==> config.mk <==
export PLATFORM = sky130hd
export DESIGN_NAME = data_mem_arbiter_flat
export DESIGN_NICKNAME = d
export VERILOG_FILES = /design/src/rtl/data_mem_arbiter_if.sv /design/src/rtl/data_mem_arbiter.sv /design/src/flat_wrapper.sv
export SDC_FILE = /design/constraint.sdc
export NUM_CORES = 1
export LEC_CHECK = 0
export ABC_AREA = 1
export BUFFER_PORTS_ARGS = -buffer_cell sky130_fd_sc_hd__buf_2
export CAP_MARGIN = 20
export CELL_PAD_IN_SITES_DETAIL_PLACEMENT = 1
export CELL_PAD_IN_SITES_GLOBAL_PLACEMENT = 1
export CORE_UTILIZATION = 32
export CTS_BUF_LIST = sky130_fd_sc_hd__clkbuf_16
export CTS_CLUSTER_SIZE = 12
export DETAILED_ROUTE_END_ITERATION = 16
export MAX_ROUTING_LAYER = met4
export PLACE_DENSITY = 0.78
export SYNTH_ARGS = -nofsm -noshare
export SYNTH_HDL_FRONTEND = slang
export SYNTH_SLANG_ARGS = --single-unit
==> constraint.sdc <==
create_clock -name clk -period 3.77 [get_ports clk]
set_input_delay 0.1885 -clock clk [delete_from_list [all_inputs] [get_ports clk]]
set_output_delay 0.1885 -clock clk [all_outputs]
set_load 0.02 [all_outputs]
==> src/rtl/data_mem_arbiter_if.sv <==
// Signal bundle between the two requesters, the arbiter and the data memory.
// slave is the arbiter's view; master is the requesters'/memory's view.
interface data_mem_arbiter_if;
    logic        m0Req;
    logic        m0Write;
    logic [31:0] m0Adr;
    logic [31:0] m0WData;
    logic        m0Rdy;
    logic        m0Err;

    logic        m1Req;
    logic        m1Write;
    logic [31:0] m1Adr;
    logic [31:0] m1WData;
    logic        m1Rdy;
    logic        m1Err;

    logic [31:0] rData;
    logic        busy;
    logic        grant;

    logic [31:0] memAdr;
    logic [31:0] writeData;
    logic        memRead;
    logic        memWrite;
    logic [31:0] readData;

    modport slave (
        input  m0Req, m0Write, m0Adr, m0WData,
        input  m1Req, m1Write, m1Adr, m1WData,
        input  readData,
        output m0Rdy, m0Err, m1Rdy, m1Err,
        output rData, busy, grant,
        output memAdr, writeData, memRead, memWrite
    );

    modport master (
        output m0Req, m0Write, m0Adr, m0WData,
        output m1Req, m1Write, m1Adr, m1WData,
        output readData,
        input  m0Rdy, m0Err, m1Rdy, m1Err,
        input  rData, busy, grant,
        input  memAdr, writeData, memRead, memWrite
    );
endinterface

==> src/rtl/data_mem_arbiter.sv <==
// Round-robin arbiter sharing the single-port data memory between the pipeline
// MEM stage (port 0) and the loader/DMA (port 1), one transaction at a time.
module data_mem_arbiter #(
    parameter logic [31:0] BASE_ADR      = 32'd1024,
    parameter int          DEPTH_WORDS   = 64,
    parameter int          ACCESS_CYCLES = 1
) (
    input logic               clk,
    input logic               rst,
    data_mem_arbiter_if.slave bus
);

    typedef enum logic [1:0] {
        IDLE,
        BUSY,
        DONE
    } stateT;

    localparam int              CNT_W    = (ACCESS_CYCLES > 1) ? $clog2(ACCESS_CYCLES) : 1;
    localparam logic [CNT_W-1:0] CNT_LAST = CNT_W'(ACCESS_CYCLES - 1);
    // One extra bit so the end of the window cannot wrap past 2^32.
    localparam logic [32:0]      END_ADR  = {1'b0, BASE_ADR} + 33'(4 * DEPTH_WORDS);

    stateT            state;
    logic [CNT_W-1:0] cnt;
    logic             lastGrant;
    logic             latWrite;

    logic             anyReq;
    logic             pickPort;
    logic             pickWrite;
    logic [31:0]      pickAdr;
    logic [31:0]      pickWData;
    logic             adrValid;

    // Choose the winner among the current requests and qualify its address.
    always_comb begin
        anyReq    = bus.m0Req | bus.m1Req;
        pickPort  = 1'b0;
        if (bus.m0Req && bus.m1Req) begin
            pickPort = ~lastGrant;
        end else begin
            pickPort = bus.m1Req;
        end
        pickWrite = pickPort ? bus.m1Write : bus.m0Write;
        pickAdr   = pickPort ? bus.m1Adr   : bus.m0Adr;
        pickWData = pickPort ? bus.m1WData : bus.m0WData;
        adrValid  = (pickAdr[1:0] == 2'b00) &&
                    ({1'b0, pickAdr} >= {1'b0, BASE_ADR}) &&
                    ({1'b0, pickAdr} <  END_ADR);
    end

    // Transaction sequencer: every output is registered here, so strobes and
    // ready pulses follow the state directly and drop at once on reset.
    always_ff @(posedge clk or posedge rst) begin
        if (rst) begin
            state         <= IDLE;
            cnt           <= '0;
            lastGrant     <= 1'b1;
            latWrite      <= 1'b0;
            bus.grant     <= 1'b0;
            bus.busy      <= 1'b0;
            bus.memAdr    <= '0;
            bus.writeData <= '0;
            bus.memRead   <= 1'b0;
            bus.memWrite  <= 1'b0;
            bus.m0Rdy     <= 1'b0;
            bus.m1Rdy     <= 1'b0;
            bus.m0Err     <= 1'b0;
            bus.m1Err     <= 1'b0;
            bus.rData     <= '0;
        end else begin
            case (state)
                IDLE: begin
                    if (anyReq) begin
                        bus.grant     <= pickPort;
                        lastGrant     <= pickPort;
                        latWrite      <= pickWrite;
                        bus.busy      <= 1'b1;
                        bus.memAdr    <= pickAdr;
                        bus.writeData <= pickWData;
                        if (adrValid) begin
                            state        <= BUSY;
                            cnt          <= '0;
                            bus.memRead  <= ~pickWrite;
                            bus.memWrite <= pickWrite;
                        end else begin
                            // Bad address: answer straight away, memory untouched.
                            state     <= DONE;
                            bus.m0Rdy <= ~pickPort;
                            bus.m1Rdy <= pickPort;
                            bus.m0Err <= ~pickPort;
                            bus.m1Err <= pickPort;
                            bus.rData <= '0;
                        end
                    end
                end

                BUSY: begin
                    bus.memWrite <= 1'b0;
                    if (cnt == CNT_LAST) begin
                        state       <= DONE;
                        bus.memRead <= 1'b0;
                        bus.rData   <= latWrite ? 32'h0 : bus.readData;
                        bus.m0Rdy   <= ~bus.grant;
                        bus.m1Rdy   <= bus.grant;
                    end else begin
                        cnt <= cnt + 1'b1;
                    end
                end

                DONE: begin
                    state     <= IDLE;
                    bus.busy  <= 1'b0;
                    bus.m0Rdy <= 1'b0;
                    bus.m1Rdy <= 1'b0;
                    bus.m0Err <= 1'b0;
                    bus.m1Err <= 1'b0;
                    bus.rData <= '0;
                end

                default: begin
                    state <= IDLE;
                end
            endcase
        end
    end

endmodule

==> src/flat_wrapper.sv <==
// flat-port wrapper written by rule: the top's interface ports become plain ports
module data_mem_arbiter_flat 
#(
    parameter logic [31:0] BASE_ADR      = 32'd1024,
    parameter int          DEPTH_WORDS   = 64,
    parameter int          ACCESS_CYCLES = 1
)
  (clk, rst, bus_m0Req, bus_m0Write, bus_m0Adr, bus_m0WData, bus_m1Req, bus_m1Write, bus_m1Adr, bus_m1WData, bus_readData, bus_m0Rdy, bus_m0Err, bus_m1Rdy, bus_m1Err, bus_rData, bus_busy, bus_grant, bus_memAdr, bus_writeData, bus_memRead, bus_memWrite);
  data_mem_arbiter_if bus_i ();
  input logic clk;
  input logic rst;
  input wire logic [$bits(bus_i.m0Req)-1:0] bus_m0Req;
  input wire logic [$bits(bus_i.m0Write)-1:0] bus_m0Write;
  input wire logic [$bits(bus_i.m0Adr)-1:0] bus_m0Adr;
  input wire logic [$bits(bus_i.m0WData)-1:0] bus_m0WData;
  input wire logic [$bits(bus_i.m1Req)-1:0] bus_m1Req;
  input wire logic [$bits(bus_i.m1Write)-1:0] bus_m1Write;
  input wire logic [$bits(bus_i.m1Adr)-1:0] bus_m1Adr;
  input wire logic [$bits(bus_i.m1WData)-1:0] bus_m1WData;
  input wire logic [$bits(bus_i.readData)-1:0] bus_readData;
  output wire logic [$bits(bus_i.m0Rdy)-1:0] bus_m0Rdy;
  output wire logic [$bits(bus_i.m0Err)-1:0] bus_m0Err;
  output wire logic [$bits(bus_i.m1Rdy)-1:0] bus_m1Rdy;
  output wire logic [$bits(bus_i.m1Err)-1:0] bus_m1Err;
  output wire logic [$bits(bus_i.rData)-1:0] bus_rData;
  output wire logic [$bits(bus_i.busy)-1:0] bus_busy;
  output wire logic [$bits(bus_i.grant)-1:0] bus_grant;
  output wire logic [$bits(bus_i.memAdr)-1:0] bus_memAdr;
  output wire logic [$bits(bus_i.writeData)-1:0] bus_writeData;
  output wire logic [$bits(bus_i.memRead)-1:0] bus_memRead;
  output wire logic [$bits(bus_i.memWrite)-1:0] bus_memWrite;
  assign bus_i.m0Req = bus_m0Req;
  assign bus_i.m0Write = bus_m0Write;
  assign bus_i.m0Adr = bus_m0Adr;
  assign bus_i.m0WData = bus_m0WData;
  assign bus_i.m1Req = bus_m1Req;
  assign bus_i.m1Write = bus_m1Write;
  assign bus_i.m1Adr = bus_m1Adr;
  assign bus_i.m1WData = bus_m1WData;
  assign bus_i.readData = bus_readData;
  assign bus_m0Rdy = bus_i.m0Rdy;
  assign bus_m0Err = bus_i.m0Err;
  assign bus_m1Rdy = bus_i.m1Rdy;
  assign bus_m1Err = bus_i.m1Err;
  assign bus_rData = bus_i.rData;
  assign bus_busy = bus_i.busy;
  assign bus_grant = bus_i.grant;
  assign bus_memAdr = bus_i.memAdr;
  assign bus_writeData = bus_i.writeData;
  assign bus_memRead = bus_i.memRead;
  assign bus_memWrite = bus_i.memWrite;
  data_mem_arbiter #(.BASE_ADR(BASE_ADR), .DEPTH_WORDS(DEPTH_WORDS), .ACCESS_CYCLES(ACCESS_CYCLES)) u_core (.clk(clk), .rst(rst), .bus(bus_i));
endmodule
==> flow_metrics.py, run 1 <==
metrics = {
    "critical_path": {
        "reg2reg_to": "u_core.bus.rData[8]",
        "critPathRequiredTime_ns": 4.06,
        "path_delay_family": "simple AND/OR/NAND/NOR gates",
        "rrSetupSlack_ns": 0.93,
        "crit_path_cell_trace": "nand2_2 -> nand2_4 -> nand2_1 -> o21ai_1 -> nand2_1 -> nor2_1 -> nand2_1 -> nor2_4 -> nand3_4 -> nand2_4 -> nand2_1 -> nand2_1",
        "arrival_ns": 3.13,
        "slowest_stage": "dfstp_2",
        "critPathLaunchType": "flip-flop",
        "crit_buf_inv": 0,
        "cp_max_fo": 38,
        "critPathKind": "flip-flop to flip-flop",
        "slowest_delay_ns": 0.54,
        "r2r_cells": 12,
        "cpMostUsedCell": "nand2_1",
        "r2r-start": "u_core.lastGrant",
        "end_kind": "flip-flop",
    },
    "place": {
        "dp_hpwl_mm": 13.38,
        "dpl.cell_count": 1160,
        "dp_slack_ns": 0.8810,
        "gp_congestion": 0.7778,
        "dpl_cell_area_um2": 6858,
        "io_buffer_count": 269,
    },
    "clock_network": {
        "cts_tree": "done",
        "clock-sinks": 108,
        "clk_pin_slew_ns": 0.08,
        "cts_max_path_buffers": 2,
        "clock_latency_ns": 0.36,
        "cts_made_buffers": 9,
        "cts-htree-levels": 3,
        "root_buffer": "clkbuf_16",
    },
    "layout": {
        "final_util": 0.4488,
        "drive_gt1_frac": 0.3209,
        "final_nets": 1128,
        "finalNonFillerCells": 1180,
        "syn_to_final_growth_pct": 34.69,
        "stdcell_area_um2": 7233,
    },
    "route": {
        "wl_per_cell_um": 15.30,
        "first_pass_iters": 4,
        "vias": 5583,
        "drt-initial-drc-count": 199,
        "ant_nets": 0,
        "routed_wl_mm": 18.05,
        "viasPerCell": 4.731,
        "route.detailed.drc": 0,
    },
    "synth": {
        "yosysSeqAreaShare": 0.5035,
        "syn_area_per_cell_um2": 7.574,
        "synth.top_cell.area_share": 0.4986,
        "ys_types": 27,
        "ys_async_sr_fraction": 1.000,
        "ys_warn_count": 0,
        "synth_area_um2": 5370,
        "synth.net_count": 879,
        "yosysMostFrequentCell": "nand2_1",
        "syn_inst": 709,
        "synth_top_area_cell": "dfrtp_1",
        "synth-edff-count": 0,
        "ys_ff_latch": 108,
        "synthTopCellsByCount": "nand2_1 (214), o21ai_0 (108), dfrtp_1 (107), nor2_1 (86), inv_1 (71)",
        "synth.area.top_cells": "dfrtp_1 (50%), nand2_1 (15%), o21ai_0 (10%), nor2_1 (6.0%), inv_1 (5.0%)",
        "ys.flop_type": "dfrtp_1",
    },
    "floorplan": {
        "io_pins": 270,
        "core_um2": 16120,
        "start_util": 0.3332,
        "dieWidth_um": 131.5,
        "design.die.area_um2": 17300,
        "die_height_um": 131.5,
        "rows": 46,
    },
    "sta": {
        "rsz0062_at_grt": "false",
        "finalHoldViolCount": 0,
        "worst_pin_slew_ns": 0.4995,
        "drv_slew": 0,
        "period_share": 0.7529,
        "setup_slack_ns": 0.9317,
        "setup_tns_ns": 0,
        "slew_headroom": 0.6670,
        "setup_violations": 0,
        "max_freq_mhz": 352.3,
        "timing.hold.ws_ns": 0.1054,
        "finalClockSkew_ns": 0.01019,
        "fin_crit_ns": 2.838,
    },
    "global_routing": {
        "antenna_found_initial": 1,
        "grt_max_degree": 78,
        "grt.overflow.total": 0,
        "grt.total_usage": 0.2233,
        "grt_pass1_wl_mm": 29.93,
        "grt_pass1_vias": 5880,
    },
    "run_status": {
        "status": "complete, no violations",
    },
    "worst_hold_path": {
        "hold_depth": 3,
        "hold_class": "input port to flip-flop",
        "min_from": "bus_m1WData[10]",
        "hold_end": "u_core.bus.writeData[10]",
    },
    "pwr": {
        "ir_drop_mv": 0.3287,
        "total_power_mw": 4.732,
        "power_density_nw_per_um2": 654.2,
        "leakage_nw": 4.174,
    },
    "job": {
        "max-cap-violations": 0,
    },
}
-- placed cells by master (no fill, tap or decap) --
cell type,n
dlygate4sd3_1,1
a21boi_1,1
clkinvlp_4,1
a31o_2,1
nand3b_1,20
bufinv_16,1
o21ai_0,108
nor2_2,2
a31oi_1,1
inv_8,2
buf_4,8
clkinv_2,1
diode_2,1
clkinv_4,1
dfstp_2,1
nor2_4,2
buf_2,269
nand4_1,2
nand2_2,1
inv_2,1
inv_1,69
a21oi_1,2
nand3_4,1
nor2_1,84
nand3_1,40
nand2_1,214
o21ai_1,1
or2_2,1
inv_6,1
nand2_4,2
inv_4,1
ha_1,4
dfrtp_1,107
buf_16,2
clkbuf_16,9
mux2_2,1
-- power by group --
group	total (mW)	switching, mW	internal [mW]
logic	1.96	1.35	0.619
clock network	1.00	0.472	0.528
registers	1.77	0.211	1.56
total	4.73	2.03	2.70
-- worst max path at each step --
| stage | slack, ns | start | end | cells past startpoint |
|---|---|---|---|---|
| final | 0.93 | u_core.lastGrant | u_core.bus.rData[8] | 12 |
| after global routing | 0.64 | u_core.lastGrant | u_core.bus.rData[21] | 12 |
| after CTS | 0.87 | u_core.lastGrant | u_core.bus.rData[16] | 12 |
| after detailed placement | 0.88 | u_core.lastGrant | u_core.bus.rData[30] | 12 |
| after global placement | 0.99 | u_core.lastGrant | u_core.bus.rData[26] | 12 |
| after floorplan | 0.74 | rst | u_core.bus.busy | 1 |
-- worst register-to-register path, delay by kind of cell (launching register included) --
family	cells	cell delay, ns
and+or+nand+nor	11	2.11
AOI/OAI and AO/OA	1	0.14
DFF	1	0.54
-- cells by family (layout without fill, tap and decap cells) --
kind of cell | count (synthesis) | in the layout | synth area share
flops | 108 | 108 | 0.5035
compound gates | 114 | 114 | 0.1076
other cells | 0 | 1 | 0
simple gates | 369 | 369 | 0.2903
fa+ha+maj | 4 | 4 | 0.009320
mux | 1 | 1 | 0.002097
buf+inv | 113 | 367 | 0.08714
-- layout make-up --
class	count	area (um^2)
multi-input cells	488	2208
diodes	1	2.502
repair buffers	280	1471
clock inverters	7	82.58
well taps	216	270.3
inverters	71	269.0
fillers	2113	8882
flip-flops and latches	108	2704
clock buffers	9	225.2
-- registers in the layout, indices dropped and copies added (netlist names) --
signal,flops
u_core.bus.memAdr,32
u_core.bus.rData,32
u_core.bus.writeData,32
u_core.state,2
u_core.bus.busy,1
u_core.bus.grant,1
u_core.bus.m0Err,1
u_core.bus.m0Rdy,1
u_core.bus.m1Err,1
u_core.bus.m1Rdy,1
u_core.bus.memRead,1
u_core.bus.memWrite,1
u_core.lastGrant,1
u_core.latWrite,1
-- what timing repair did --
item,4_1_cts,5_1_grt
hold endpoints to repair,0,32
resized for setup,0,0
setup buffers,0,0
hold buffers,0,1
-- layer usage --
metal | up-vias | GRT usage | routed length [um]
met4 | 0 | 0.08656 | 416
met2 | 188 | 0.3715 | 8773
li1 | 2723 | - | -
met1 | 2645 | 0.2652 | 7846
met5 | - | - | 0
met3 | 27 | 0.04437 | 1014
No activity file was read; power rests on OpenSTA's default activity.
==> run 2, diff against run 1 <==
Clock period 3.77 ns to 2.9 ns, I/O delays scaled along.
==> flow_metrics.py, run 2 (same netlist as run 1, synthesis figures left out) <==
metrics = {
    "critical_path": {
        "crit_path_cell_trace": "nand2_2 -> nand2_4 -> nand2_1 -> nand2_1 -> nand2_1 -> nor2_1 -> nand2_1 -> nor2_2 -> nand3_4 -> nand2_4 -> nand2_1 -> nand2_1",
        "critPathKind": "flip-flop to flip-flop",
        "slowest_delay_ns": 0.55,
        "cp_max_fo": 37,
        "cpMostUsedCell": "nand2_1",
        "arrival_ns": 2.82,
        "critPathLaunchType": "flip-flop",
        "end_kind": "flip-flop",
        "r2r_cells": 12,
        "critPathRequiredTime_ns": 3.19,
        "slowest_stage": "dfstp_2",
    },
    "clock_network": {
        "clock_latency_ns": 0.35,
        "cts_max_path_buffers": 2,
        "cts_tree": "done",
        "clock-sinks": 108,
        "cts-htree-levels": 3,
        "cts_resized": 0,
        "cts_made_buffers": 9,
        "post_cts_buffers": 0,
        "hold_buffers": 1,
        "clk_pin_slew_ns": 0.07,
        "root_buffer": "clkbuf_16",
    },
    "sta": {
        "slew_headroom": 0.5924,
        "rsz0062_at_grt": "false",
        "setup_tns_ns": 0,
        "max_freq_mhz": 395.7,
        "period_share": 0.8714,
        "fin_crit_ns": 2.527,
        "setup_violations": 0,
        "drv_slew": 0,
        "finalHoldViolCount": 0,
        "timing.hold.ws_ns": 0.06889,
        "worst_pin_slew_ns": 0.6114,
        "finalClockSkew_ns": 0.007854,
    },
    "layout": {
        "final_nets": 1131,
        "final_common_cell": "buf_2",
        "final_util": 0.4473,
        "drive_gt1_frac": 0.3230,
        "stdcell_area_um2": 7208,
        "syn_to_final_growth_pct": 34.23,
        "mostFrequentLayoutCells": "buf_2 (269), nand2_1 (214), o21ai_0 (108), dfrtp_1 (107), nor2_1 (84)",
        "largestRegisters": "u_core.bus.memAdr: 32 flops, u_core.bus.rData: 32 flops, u_core.bus.writeData: 32 flops",
    },
    "global_routing": {
        "grt_max_degree": 109,
        "grt.total_usage": 0.2224,
        "grt_pass1_wl_mm": 29.88,
        "grt_pass1_vias": 5832,
        "grt.overflow.total": 0,
        "antenna_found_initial": 1,
    },
    "route": {
        "routed_wl_mm": 18.31,
        "first_pass_iters": 5,
        "ant_nets": 0,
        "drt-initial-drc-count": 192,
        "vias": 5577,
        "viasPerCell": 4.714,
        "route.detailed.drc": 0,
        "wl_per_cell_um": 15.48,
    },
    "place": {
        "gp_congestion": 0.8207,
        "dp_hpwl_mm": 13.39,
        "dpl_cell_area_um2": 6909,
        "io_buffer_count": 269,
    },
    "pwr": {
        "power_density_nw_per_um2": 845.8,
        "ir_drop_mv": 0.3940,
        "total_power_mw": 6.096,
        "leakage_nw": 4.160,
    },
    "floorplan": {
        "io_pins": 270,
        "die_height_um": 131.5,
        "core_um2": 16120,
        "rows": 46,
        "dieWidth_um": 131.5,
        "start_util": 0.3332,
        "design.die.area_um2": 17300,
    },
    "worst_hold_path": {
        "hold_class": "input port to flip-flop",
        "hold_depth": 3,
    },
    "job": {
        "max-cap-violations": 0,
    },
    "run_status": {
        "status": "complete, no violations",
    },
}
==> run 2: cell count changes in the layout (fill, tap and decap cells not counted) <==
| cell | delta |
|---|---|
| buf_4 | +4 |
| buf_16 | -2 |
| clkinv_4 | +2 |
| buf_12 | +1 |
| bufinv_16 | -1 |
| clkinvlp_4 | +1 |
| inv_4 | -1 |
| inv_6 | -1 |
==> run 2: area by class of cell <==
class | instances | area (um^2)
fillers | 2132 | 8907
flip-flops and latches | 108 | 2704
multi-input cells | 488 | 2208
repair buffers | 283 | 1466
inverters | 71 | 270.3
well taps | 216 | 270.3
clock buffers | 9 | 225.2
clock inverters | 7 | 61.31
diodes | 1 | 2.502
==> run 2: final timing paths <==
kind,slack [ns],end,from
min in group asynchronous,0.49,u_core.bus.memAdr[20],rst
setup reg to reg,0.37,u_core.bus.rData[18],u_core.lastGrant
setup / recovery,0.37,u_core.bus.rData[18],u_core.lastGrant
hold reg to reg,0.47,u_core.bus.rData[13],u_core.bus.rData[13]
hold / removal,0.07,u_core.bus.writeData[17],bus_m1WData[17]
max in group asynchronous,1.94,u_core.bus.writeData[27],rst
==> run 2: where the power goes <==
group / internal (mW) / total (mW) / switching (mW) / leakage [nW]
Clock: 0.599 / 1.21 / 0.609 / 0.139
Combinational: 0.819 / 2.58 / 1.77 / 2.65
Sequential: 2.02 / 2.30 / 0.281 / 1.37
Total: 3.44 / 6.10 / 2.65 / 4.16
==> run 2: per-stage QoR <==
stage | setup slack, ns | cells
finish | 0.3728 | 1183
detailed placement | 0.4286 | 1165
global route | 0.1308 | 1183
floorplan | 0.9390 | 709
global placement | 0.4931 | 1165
CTS | 0.3506 | 1182
==> run 2: worst max-delay path: cells and delay by family (launching register included) <==
kind          cells  cell delay [ns]
flops             1             0.55
simple gates     12             1.92
==> run 2: metal layers <==
layer  vias to the layer above  track usage  part of all wire
met4                         0      0.08592             0.026
li1                       2726            -                 -
met1                      2633       0.2743              0.45
met2                       190       0.3627              0.48
met5                         -            -                 0
met3                        28      0.03819             0.049
==> run 3, diff against run 2 <==
Settings changed: GPL_TIMING_DRIVEN set to 0, PLACE_DENSITY 0.78 to 0.92.
==> flow_metrics.py, run 3 (same netlist as run 1, synthesis figures left out) <==
metrics = {
    "route": {
        "wl_per_cell_um": 16.17,
        "route.detailed.drc": 0,
        "viasPerCell": 4.735,
        "routed_wl_mm": 19.62,
        "drt-initial-drc-count": 186,
        "ant_nets": 0,
        "vias": 5744,
        "first_pass_iters": 6,
    },
    "floorplan": {
        "start_util": 0.3332,
        "die_height_um": 131.5,
        "rows": 46,
        "design.die.area_um2": 17300,
        "core_um2": 16120,
        "io_pins": 270,
        "dieWidth_um": 131.5,
    },
    "global_routing": {
        "grt_pass1_vias": 5996,
        "grt_pass1_wl_mm": 31.48,
        "grt.overflow.total": 0,
        "grt_max_degree": 39,
        "grt.total_usage": 0.2389,
        "antenna_found_initial": 1,
    },
    "pwr": {
        "leakage_nw": 4.212,
        "ir_drop_mv": 0.4271,
        "total_power_mw": 6.311,
        "power_density_nw_per_um2": 858.9,
    },
    "sta": {
        "finalHoldViolCount": 0,
        "worst_pin_slew_ns": 0.8143,
        "period_share": 0.8601,
        "slew_headroom": 0.4560,
        "setup_violations": 0,
        "fin_crit_ns": 2.494,
        "rsz0062_at_grt": "false",
        "finalClockSkew_ns": 0.009330,
        "drv_slew": 0,
        "setup_tns_ns": 0,
        "max_freq_mhz": 400.9,
    },
    "critical_path": {
        "end_kind": "flip-flop",
        "cp_max_fo": 10,
        "critPathLaunchType": "flip-flop",
        "critPathRequiredTime_ns": 3.10,
        "critPathKind": "flip-flop to flip-flop",
        "arrival_ns": 2.69,
    },
    "run_status": {
        "status": "complete, no violations",
    },
    "layout": {
        "n_fill_cell": 2133,
        "final_common_cell": "buf_2",
        "mostFrequentLayoutCells": "buf_2 (276), nand2_1 (214), o21ai_0 (108), dfrtp_1 (107), nor2_1 (85)",
        "drive_gt1_frac": 0.3133,
        "final_nets": 1161,
        "final-seq-area_um2": 2704,
        "largestRegisters": "u_core.bus.memAdr: 32 flops, u_core.bus.rData: 32 flops, u_core.bus.writeData: 32 flops",
        "syn_to_final_growth_pct": 36.81,
        "multi_input_area_um2": 2201,
    },
    "place": {
        "gp_congestion": 0.8845,
        "io_buffer_count": 268,
        "dp_hpwl_mm": 15.41,
    },
    "clock_network": {
        "clock-sinks": 108,
        "cts_max_path_buffers": 2,
        "cts_tree": "done",
        "clk_pin_slew_ns": 0.08,
        "cts-htree-levels": 3,
        "cts_made_buffers": 9,
        "clock_latency_ns": 0.35,
        "root_buffer": "clkbuf_16",
    },
    "worst_hold_path": {
        "hold_class": "input port to flip-flop",
    },
    "job": {
        "max-cap-violations": 0,
    },
}
-- run 3: cell types whose count changed in the layout (fill, tap and decap cells not counted), sizes merged --
| cell | before | now |
|---|---|---|
| clkbuf | 9 | 36 |
| buf | 282 | 285 |
| clkinv | 4 | 2 |
| inv | 72 | 74 |
| bufinv | 0 | 1 |
| clkinvlp | 2 | 1 |
-- run 3: final timing paths --
kind,startpoint,to,cells past startpoint,slack [ns]
worst min-delay path,bus_m1WData[28],u_core.bus.writeData[28],3,0.07
max in group asynchronous,rst,u_core.bus.writeData[16],5,1.47
worst max-delay path,u_core.state[0],u_core.bus.memAdr[13],9,0.41
worst min register to register,u_core.bus.rData[0],u_core.bus.rData[0],2,0.47
min in group asynchronous,rst,u_core.bus.memAdr[15],3,0.50
worst max register to register,u_core.state[0],u_core.bus.memAdr[13],9,0.41
-- run 3: final cells by class --
type                       instances  area share
clock inverter                     7     0.01107
tap                              216     0.03678
inverter                          71     0.03678
buffer                            42     0.02742
clock buffer                       9     0.03065
multi-input combinational        488      0.2996
antenna                            1   0.0003406
timing repair buffer             271      0.1894
sequential                       108      0.3680
-- run 3: layer usage --
metal | vias to the layer above | global-route usage | part of all wire
met2 | 211 | 0.3977 | 0.49
li1 | 2792 | - | -
met4 | 0 | 0.09367 | 0.028
met5 | - | - | 0
met1 | 2705 | 0.2945 | 0.43
met3 | 36 | 0.02971 | 0.044
-- run 3: repair_timing --
item | CTS | global route
resized for setup | 0 | 1
hold buffers | 1 | 0
setup endpoints to repair | 0 | 66
hold endpoints to repair | 36 | 0
setup buffers | 0 | 0
-- run 3: stage by stage --
stage / std cells / instance area [um^2] / setup slack (ns) / hold slack [ns] / utilization
after CTS: 1212 / 7342 / 0.07295 / 0.05680 / 0.4556
after global routing: 1213 / 7347 / 0.08051 / 0.05785 / 0.4559
after global placement: 1193 / 6985 / 0.1316 / 0.4187 / 0.4335
after floorplan: 709 / 5374 / 0.9390 / 0.3118 / -
after detailed placement: 1195 / 7025 / 0.08214 / 0.3533 / 0.4359
final: 1213 / 7347 / 0.4058 / 0.06632 / 0.4559
-- run 3: report_power, final --
group	switching, mW	internal [mW]	total, mW
registers	0.287	2.02	2.31
clock network	0.615	0.687	1.30
logic	1.86	0.841	2.70
-- run 3: worst max-delay path, stage by stage (launching register included) --
cell and delay (ns):
dfrtp_1 0.40, inv_1 0.11, ha_1 0.28, inv_1 0.13, nor2_2 0.43, inv_1 0.11
clkbuf_1 0.26, clkbuf_1 0.36, nand2_1 0.13, o21ai_0 0.12
